<file path="src/rtl/ws2811_frame_sequencer.sv">
// WS2811 frame sequencer: streams PIXEL_COUNT words from a synchronous pixel memory
// to the bit transmitter, then holds the latch gap. Optional macro: WS2811_GRB_ORDER_EN.
module ws2811_frame_sequencer #(
    parameter int unsigned CLOCK_SPEED = 50_000_000,
    parameter int unsigned PIXEL_COUNT = 50,
    parameter int unsigned RESET_US    = 60,
    parameter int unsigned ADDR_WIDTH  = 10
) (
    input  logic                  clkIN,
    input  logic                  nResetIN,
    input  logic                  frameStartIN,
    output logic [ADDR_WIDTH-1:0] pixAddrOUT,
    input  logic [23:0]           pixDataIN,
    output logic                  txStartOUT,
    output logic [23:0]           txDataOUT,
    input  logic                  txBusyIN,
    output logic                  busyOUT,
    output logic                  doneOUT
);

    localparam int unsigned RESET_CYCLES = (CLOCK_SPEED / 1_000_000) * RESET_US;
    localparam int unsigned GAP_W        = $clog2(RESET_CYCLES + 1);
    localparam logic [GAP_W-1:0]      GAP_LOAD = GAP_W'(RESET_CYCLES - 1);
    localparam logic [ADDR_WIDTH-1:0] LAST_IDX = ADDR_WIDTH'(PIXEL_COUNT - 1);

    typedef enum logic [2:0] {
        S_IDLE,
        S_FETCH,
        S_READ,
        S_SEND,
        S_WAIT,
        S_LATCH
    } state_t;

    state_t                r_state;
    logic [ADDR_WIDTH-1:0] r_pixIdx;
    logic [GAP_W-1:0]      r_gapCnt;
    logic                  r_txStart;
    logic [23:0]           r_txData;
    logic                  r_busy;
    logic                  r_done;
    logic                  r_held;
    logic [23:0]           w_txWord;

`ifdef WS2811_GRB_ORDER_EN
    assign w_txWord = {pixDataIN[15:8], pixDataIN[23:16], pixDataIN[7:0]};
`else
    assign w_txWord = pixDataIN;
`endif

    always_ff @(posedge clkIN or negedge nResetIN) begin
        if (!nResetIN) begin
            r_state   <= S_IDLE;
            r_pixIdx  <= '0;
            r_gapCnt  <= '0;
            r_txStart <= 1'b0;
            r_txData  <= '0;
            r_busy    <= 1'b0;
            r_done    <= 1'b0;
            r_held    <= 1'b0;
        end else begin
            r_done <= 1'b0;
            case (r_state)
                S_IDLE: begin
                    if (frameStartIN) begin
                        r_pixIdx <= '0;
                        r_busy   <= 1'b1;
                        r_state  <= S_FETCH;
                    end
                end
                S_FETCH: begin
                    r_held  <= 1'b0;
                    r_state <= S_READ;
                end
                S_READ: begin
                    // Capture once; a still-busy transmitter (possibly stale from before reset) only delays the start.
                    if (!r_held) begin
                        r_txData <= w_txWord;
                        r_held   <= 1'b1;
                    end
                    if (!txBusyIN) begin
                        r_txStart <= 1'b1;
                        r_state   <= S_SEND;
                    end
                end
                S_SEND: begin
                    if (txBusyIN) begin
                        r_txStart <= 1'b0;
                        r_state   <= S_WAIT;
                    end
                end
                S_WAIT: begin
                    if (!txBusyIN) begin
                        if (r_pixIdx < LAST_IDX) begin
                            r_pixIdx <= r_pixIdx + 1'b1;
                            r_state  <= S_FETCH;
                        end else begin
                            r_gapCnt <= GAP_LOAD;
                            r_state  <= S_LATCH;
                        end
                    end
                end
                S_LATCH: begin
                    if (r_gapCnt == '0) begin
                        r_done   <= 1'b1;
                        r_busy   <= 1'b0;
                        r_pixIdx <= '0;
                        r_state  <= S_IDLE;
                    end else begin
                        r_gapCnt <= r_gapCnt - 1'b1;
                    end
                end
                default: r_state <= S_IDLE;
            endcase
        end
    end

    assign pixAddrOUT = r_pixIdx;
    assign txStartOUT = r_txStart;
    assign txDataOUT  = r_txData;
    assign busyOUT    = r_busy;
    assign doneOUT    = r_done;

endmodule
</file>
<file path="config.mk">
export PLATFORM = sky130hd
export DESIGN_NAME = ws2811_frame_sequencer
export DESIGN_NICKNAME = d
export VERILOG_FILES = /design/src/rtl/ws2811_frame_sequencer.sv
export SDC_FILE = /design/constraint.sdc
export NUM_CORES = 1
export LEC_CHECK = 0
export CORE_ASPECT_RATIO = 1.5
export CORE_MARGIN = 2
export CORE_UTILIZATION = 45
export DETAILED_ROUTE_END_ITERATION = 8
export HOLD_SLACK_MARGIN = 0.1
export PLACE_DENSITY = 0.73
export SLEW_MARGIN = 20
export SYNTH_ARGS = -nofsm -noshare
export SYNTH_HDL_FRONTEND = slang
export SYNTH_SLANG_ARGS = --single-unit
</file>
<file path="constraint.sdc">
create_clock -name clkIN -period 3.8 [get_ports clkIN]
set_input_delay 0.57 -clock clkIN [delete_from_list [all_inputs] [get_ports clkIN]]
set_output_delay 0.57 -clock clkIN [all_outputs]
set_load 0.02 [all_outputs]
</file>
; ---- After elaboration in Yosys (flattened, before gate mapping)
; Index checks and enable logic that the tools add are counted.
[totals]
ramBits = 0
mem_count = 0
reg_bits = 53
latchBits = 0
mem_bits_ro = 0
output_inout_bits = 37
input_bits = 28
word_cells = 63
[classes]
magnitude_cmp = 1
n_shift = 0
reduce_logical = 13
div = 0
n_eq_ne = 13
bitwise = 1
n_mux = 25
n_addsub = 2
n_mul = 0
[op_table]
columns = op, n
row1 = 10-bit 2-to-1 mux, 4
row2 = 12-bit 2-to-1 mux, 3
row3 = 10-bit case mux with 3 select lines, 1
row4 = 12-bit case mux with 2 select lines, 1
row5 = 3-bit 2-to-1 mux, 6
row6 = 3-bit case mux with 6 select lines, 1
row7 = 2-bit != test (second input constant), 8
row8 = 12-bit zero test, 1
row9 = 12-bit by 1-bit subtractor with 12-bit output (second input constant), 1
row10 = 10-bit by 1-bit adder with 10-bit output (second input constant), 1
row11 = 10-bit by 6-bit < comparator with 1-bit output (second input constant), 1
row12 = 5-bit AND reduction, 2
row13 = 2-bit nonzero test, 4
row14 = 3-bit by 2-bit equality test with 1-bit output (second input constant), 2
row15 = 3-bit equality test (second input constant), 2
row16 = 1-bit 2-to-1 mux, 6
row17 = 1-bit case mux with 2 select lines, 3
row18 = 3-bit AND reduction, 2
row19 = 4-bit AND reduction, 1
row20 = 3-bit by 1-bit equality test with 1-bit output (second input constant), 1
row21 = 3-bit zero test, 1
row22 = 3-bit nonzero test, 1
row23 = 2-bit AND reduction, 1
row24 = 1-bit NOT, 1

; ---- Logic depth before layout (Yosys ltp)
[depth]
depth_word = 4
depth_mapped = 8
ltp_nobuf = 7

; ---- Worst setup path after synthesis
; No wires, ideal clock.
[synth_path]
kind = reg2reg
from = register r_pixIdx[0], in the netlist pixAddrOUT[0]
to = register r_pixIdx[0], in the netlist pixAddrOUT[0]
synth_period_minus_slack_ps = 2053
setup_ps = 125
path_stages_with_launch = 8
path_buffers = 0
required_ps = 3675
path_slack_ps = 1747
t_arrival_ps = 1929
cell_sequence = dfrtp_1 -> inv_1 -> ha_1 -> nor3b_1 -> o21ai_1 -> a2111oi_4 -> nand2_2 -> mux2_2
[synth_via]
elab_chain_cells = 4
word_cells_on_any_way = 7
cone_classes = add/sub (1) / order compare (1) / eq/ne (1) / mux (3) / reduce/logical (1)
[synth_lines]
columns = item, line
row1 = from (decl), 36  ; logic [ADDR_WIDTH-1:0] r_pixIdx;
row2 = from (signal assigned), 95  ; r_pixIdx <= r_pixIdx + 1'b1;
row3 = 10-bit by 1-bit adder with 10-bit output, 95
row4 = 10-bit 2-to-1 mux, 94  ; if (r_pixIdx < LAST_IDX) begin
row5 = 10-bit 2-to-1 mux, 93  ; if (!txBusyIN) begin
row6 = 10-bit case mux with 3 select lines, 63  ; case (r_state)
; Several ways; a longest one is shown, not always the timed one. The select of a mux whose other input is x is not followed.
; A chain may end at the register's enable or synchronous reset.

; ---- Worst setup path after layout
[layout_path]
from = register r_gapCnt[9]
to = register r_pixIdx[0], in the netlist pixAddrOUT[0]
[layout_via]
elab_chain_cells = 3
[layout_lines]
columns = item, line
row1 = from (decl), 37  ; logic [GAP_W-1:0] r_gapCnt;
row2 = from (signal assigned), 110  ; r_gapCnt <= r_gapCnt - 1'b1;
row3 = 12-bit zero test, 104  ; if (r_gapCnt == '0) begin
row4 = 2-bit != test (no line), --
row5 = 5-bit AND reduction (no line), --
; No other way between the ends.

==> reports/qor.txt <==
Post-Syn Area -> 2470 µm²
Fillers -> 464
Placed cells -> 344
Worst-margin pin slew -> 0.869 ns
Max Clock Skew -> 0.00619 ns
Multi-input gate area -> 1080 µm²
Non-Filler Instances -> 351
Drt drc -> 0
Initial Utilization -> 46.0%
Die height -> 94.7 µm
Most frequent cells in the layout -> 63 x clkdlybuf4s50_1, 53 x dfrtp_1, 25 x mux2_2
Via count -> 1907
Fmax -> 443 MHz
Cell Rows -> 33
Placer Congestion -> 0.889
Kind of critical path -> flop to flop
Startpoint types -> flop
Die Area -> 6100 µm²
Vias per inst -> 5.43
Synthesized Nets -> 248
Cts hold-fix bufs -> 0
Clk_lat worst skew -> 0.30 ns
Avg Cell Area, Syn -> 11.4 µm²
Leading area contributor after synthesis -> dfrtp_1
CP Data Required Time -> 3.99 ns
Slew Viols, Final -> 0
Detailed Route WL -> 5440 µm
First-pass GRT wire length -> 9090 µm
Share of layout cells above drive strength 1 -> 14.6%
Post-CTS setup buffers -> 0
Total grt overflow -> 0
Leakage -> 0.00130 µW
Fin crit share -> 59.4%
ANT cells -> 0
Unique cell type count in the Yosys netlist -> 39
Clock sinks -> 53
Die X -> 64.5 µm
TritonCTS buffer count -> 5
Routed Antenna Nets -> 0
Antenna violations before repair -> 0
Hold Vio Cnt, Final -> 0
RSZ-0062 raised after global routing -> no
Most common cell after layout, fill and taps aside -> clkdlybuf4s50_1
Max Buffers Root-to-Sink -> 2
Routed len/inst -> 15.5 µm
First DRT Iteration DRCs -> 94
Endpoints failing setup -> 0
Critical path peak fanout -> 14
H-tree depth -> 2
Vias in the first global route -> 1843
CTS clk-pin slew, worst paths -> 0.09 ns
Resized cells post-CTS -> 0
Sequential fraction of the synthesis area -> 53.8%
Min Tclk post-route -> 2.26 ns
Seq. cell area -> 1330 µm²
Crit. End Element -> flop
Largest net degree at the start of global routing -> 40
Port bufs -> 64
Critical path data arrival time -> 2.45 ns
Max Cap Viol -> 0
Final setup TNS -> 0 ns
Relative max-transition margin -> 42.0%
Outcome -> complete, no violations
Gate Count Post-Synth -> 216
Nets@finish -> 313
IO Pins -> 65
Tot GR Track Use -> 19.3%
#FFs+latches synth -> 53
CTS tree -> built
Area of the core -> 5370 µm²
P&R area growth vs syn -> 32.4%
Top cell type's share of synthesized area -> 53.8%
DPL Wire Length -> 4030 µm
Clock Tree Root -> clkbuf_8
Synth area leaders -> dfrtp_1 54%, mux2_2 11%, o21ai_0 2.8%
Max rail drop VDD -> 0.000456 V
Power density over cell area -> 660 nW/µm²
First-pass detailed-route iteration total -> 4
YS warnings -> 0
Worst hold-check path type -> input pin to asynchronous set/reset pin
==> Yosys cell counts <==
cell	instances
mux2_2	25
o31ai_1	1
nand4_1	3
nand2b_1	1
nor3_1	5
o21ai_0	14
and3_1	6
nor3b_1	1
a41o_1	1
nor3b_2	1
and2_1	2
buf_2	4
nor2b_1	2
nor2_1	18
nand3b_1	3
a2111oi_4	1
and3b_1	1
o22ai_1	1
nor4_1	5
o21ai_1	1
nand2_1	13
and4_1	1
xor2_1	5
or4_1	1
a221o_1	1
or3_1	1
clkbuf_1	4
a41oi_4	1
xnor2_1	3
nand3_1	5
ha_1	4
dfrtp_1	53
nand2_2	1
mux2i_1	1
a31oi_1	6
nor4_4	2
inv_1	8
a32o_1	1
a21oi_1	9
==> final cells by class <==
class,count,area share (%)
Clock buffer,6,2.53
Clock inverter,1,0.230
Inverter,8,0.919
Multi-Input combinational cell,147,33.1
Sequential cell,53,40.6
Tap cell,70,2.68
Timing Repair Buffer,66,19.9
==> critical path, stage by stage, from the launching register on <==
cell and delay (ns):
dfrtp_1 0.45, nor4_4 0.38, a41oi_4 0.30, a2111oi_4 0.60, nand2_2 0.14, mux2_2 0.28
==> per-layer routing <==
layer / vias to the layer above / wire, µm / GRT usage [%]
met2: 45 / 2970 / 33.2
met1: 949 / 2190 / 23.5
met4: 0 / 137 / 8.87
met3: 12 / 129 / 3.34
li1: 901 / - / -
met5: - / 0 / 0
==> where the power goes <==
| group | switching [µW] | internal, µW | total [µW] |
|---|---|---|---|
| registers | 150 | 741 | 890 |
| clock network | 180 | 144 | 324 |
| logic | 452 | 489 | 941 |
| total | 782 | 1370 | 2160 |
==> state kept, by name, summed over array words and instances, names as in the netlist <==
signal / flops
txDataOUT: 24
r_gapCnt: 12
pixAddrOUT: 10
r_state: 3
busyOUT: 1
doneOUT: 1
r_held: 1
txStartOUT: 1
==> logic make-up (layout without fill, tap and decap cells) <==
group	after synthesis	after routing	synth area share (%)
XOR/XNOR	8	8	2.84
multiplexers	26	26	11.8
buffers and inverters	16	81	2.64
flip-flops	53	53	53.8
AND/OR/NAND/NOR	72	72	16.5
adder cells (fa/ha/maj)	4	4	2.03
AO/OA/AOI/OAI	37	37	10.4
==> metrics by stage <==
stage | power [µW] | cell area, µm² | util, % | worst slack [ns] | hold slack, ns
6_report | 2160 | 3270 | 60.9 | 1.54 | 0.372
5_1_grt | 2280 | 3270 | 60.9 | 1.39 | 0.457
4_1_cts | 2180 | 3270 | 60.9 | 1.56 | 0.414
3_5_place_dp | 1850 | 3180 | 59.2 | 1.49 | 0.494
3_3_place_gp | 1820 | 3180 | 59.2 | 1.53 | 0.488
2_1_floorplan | 1420 | 2470 | - | 1.75 | 0.274
==> path summary, 6_finish.rpt <==
path / end / start / cells after the start / slack, ns
max: pixAddrOUT[0] / r_gapCnt[9] / 5 / 1.54
min: txDataOUT[8] / nResetIN / 1 / 0.37
max reg2reg: pixAddrOUT[0] / r_gapCnt[9] / 5 / 1.54
min reg2reg: txStartOUT / txStartOUT / 2 / 0.51
max in group asynchronous: r_state[1] / nResetIN / 2 / 2.68
min in group clkIN: txStartOUT / txStartOUT / 2 / 0.51
Power figures use the tool's default switching activity.
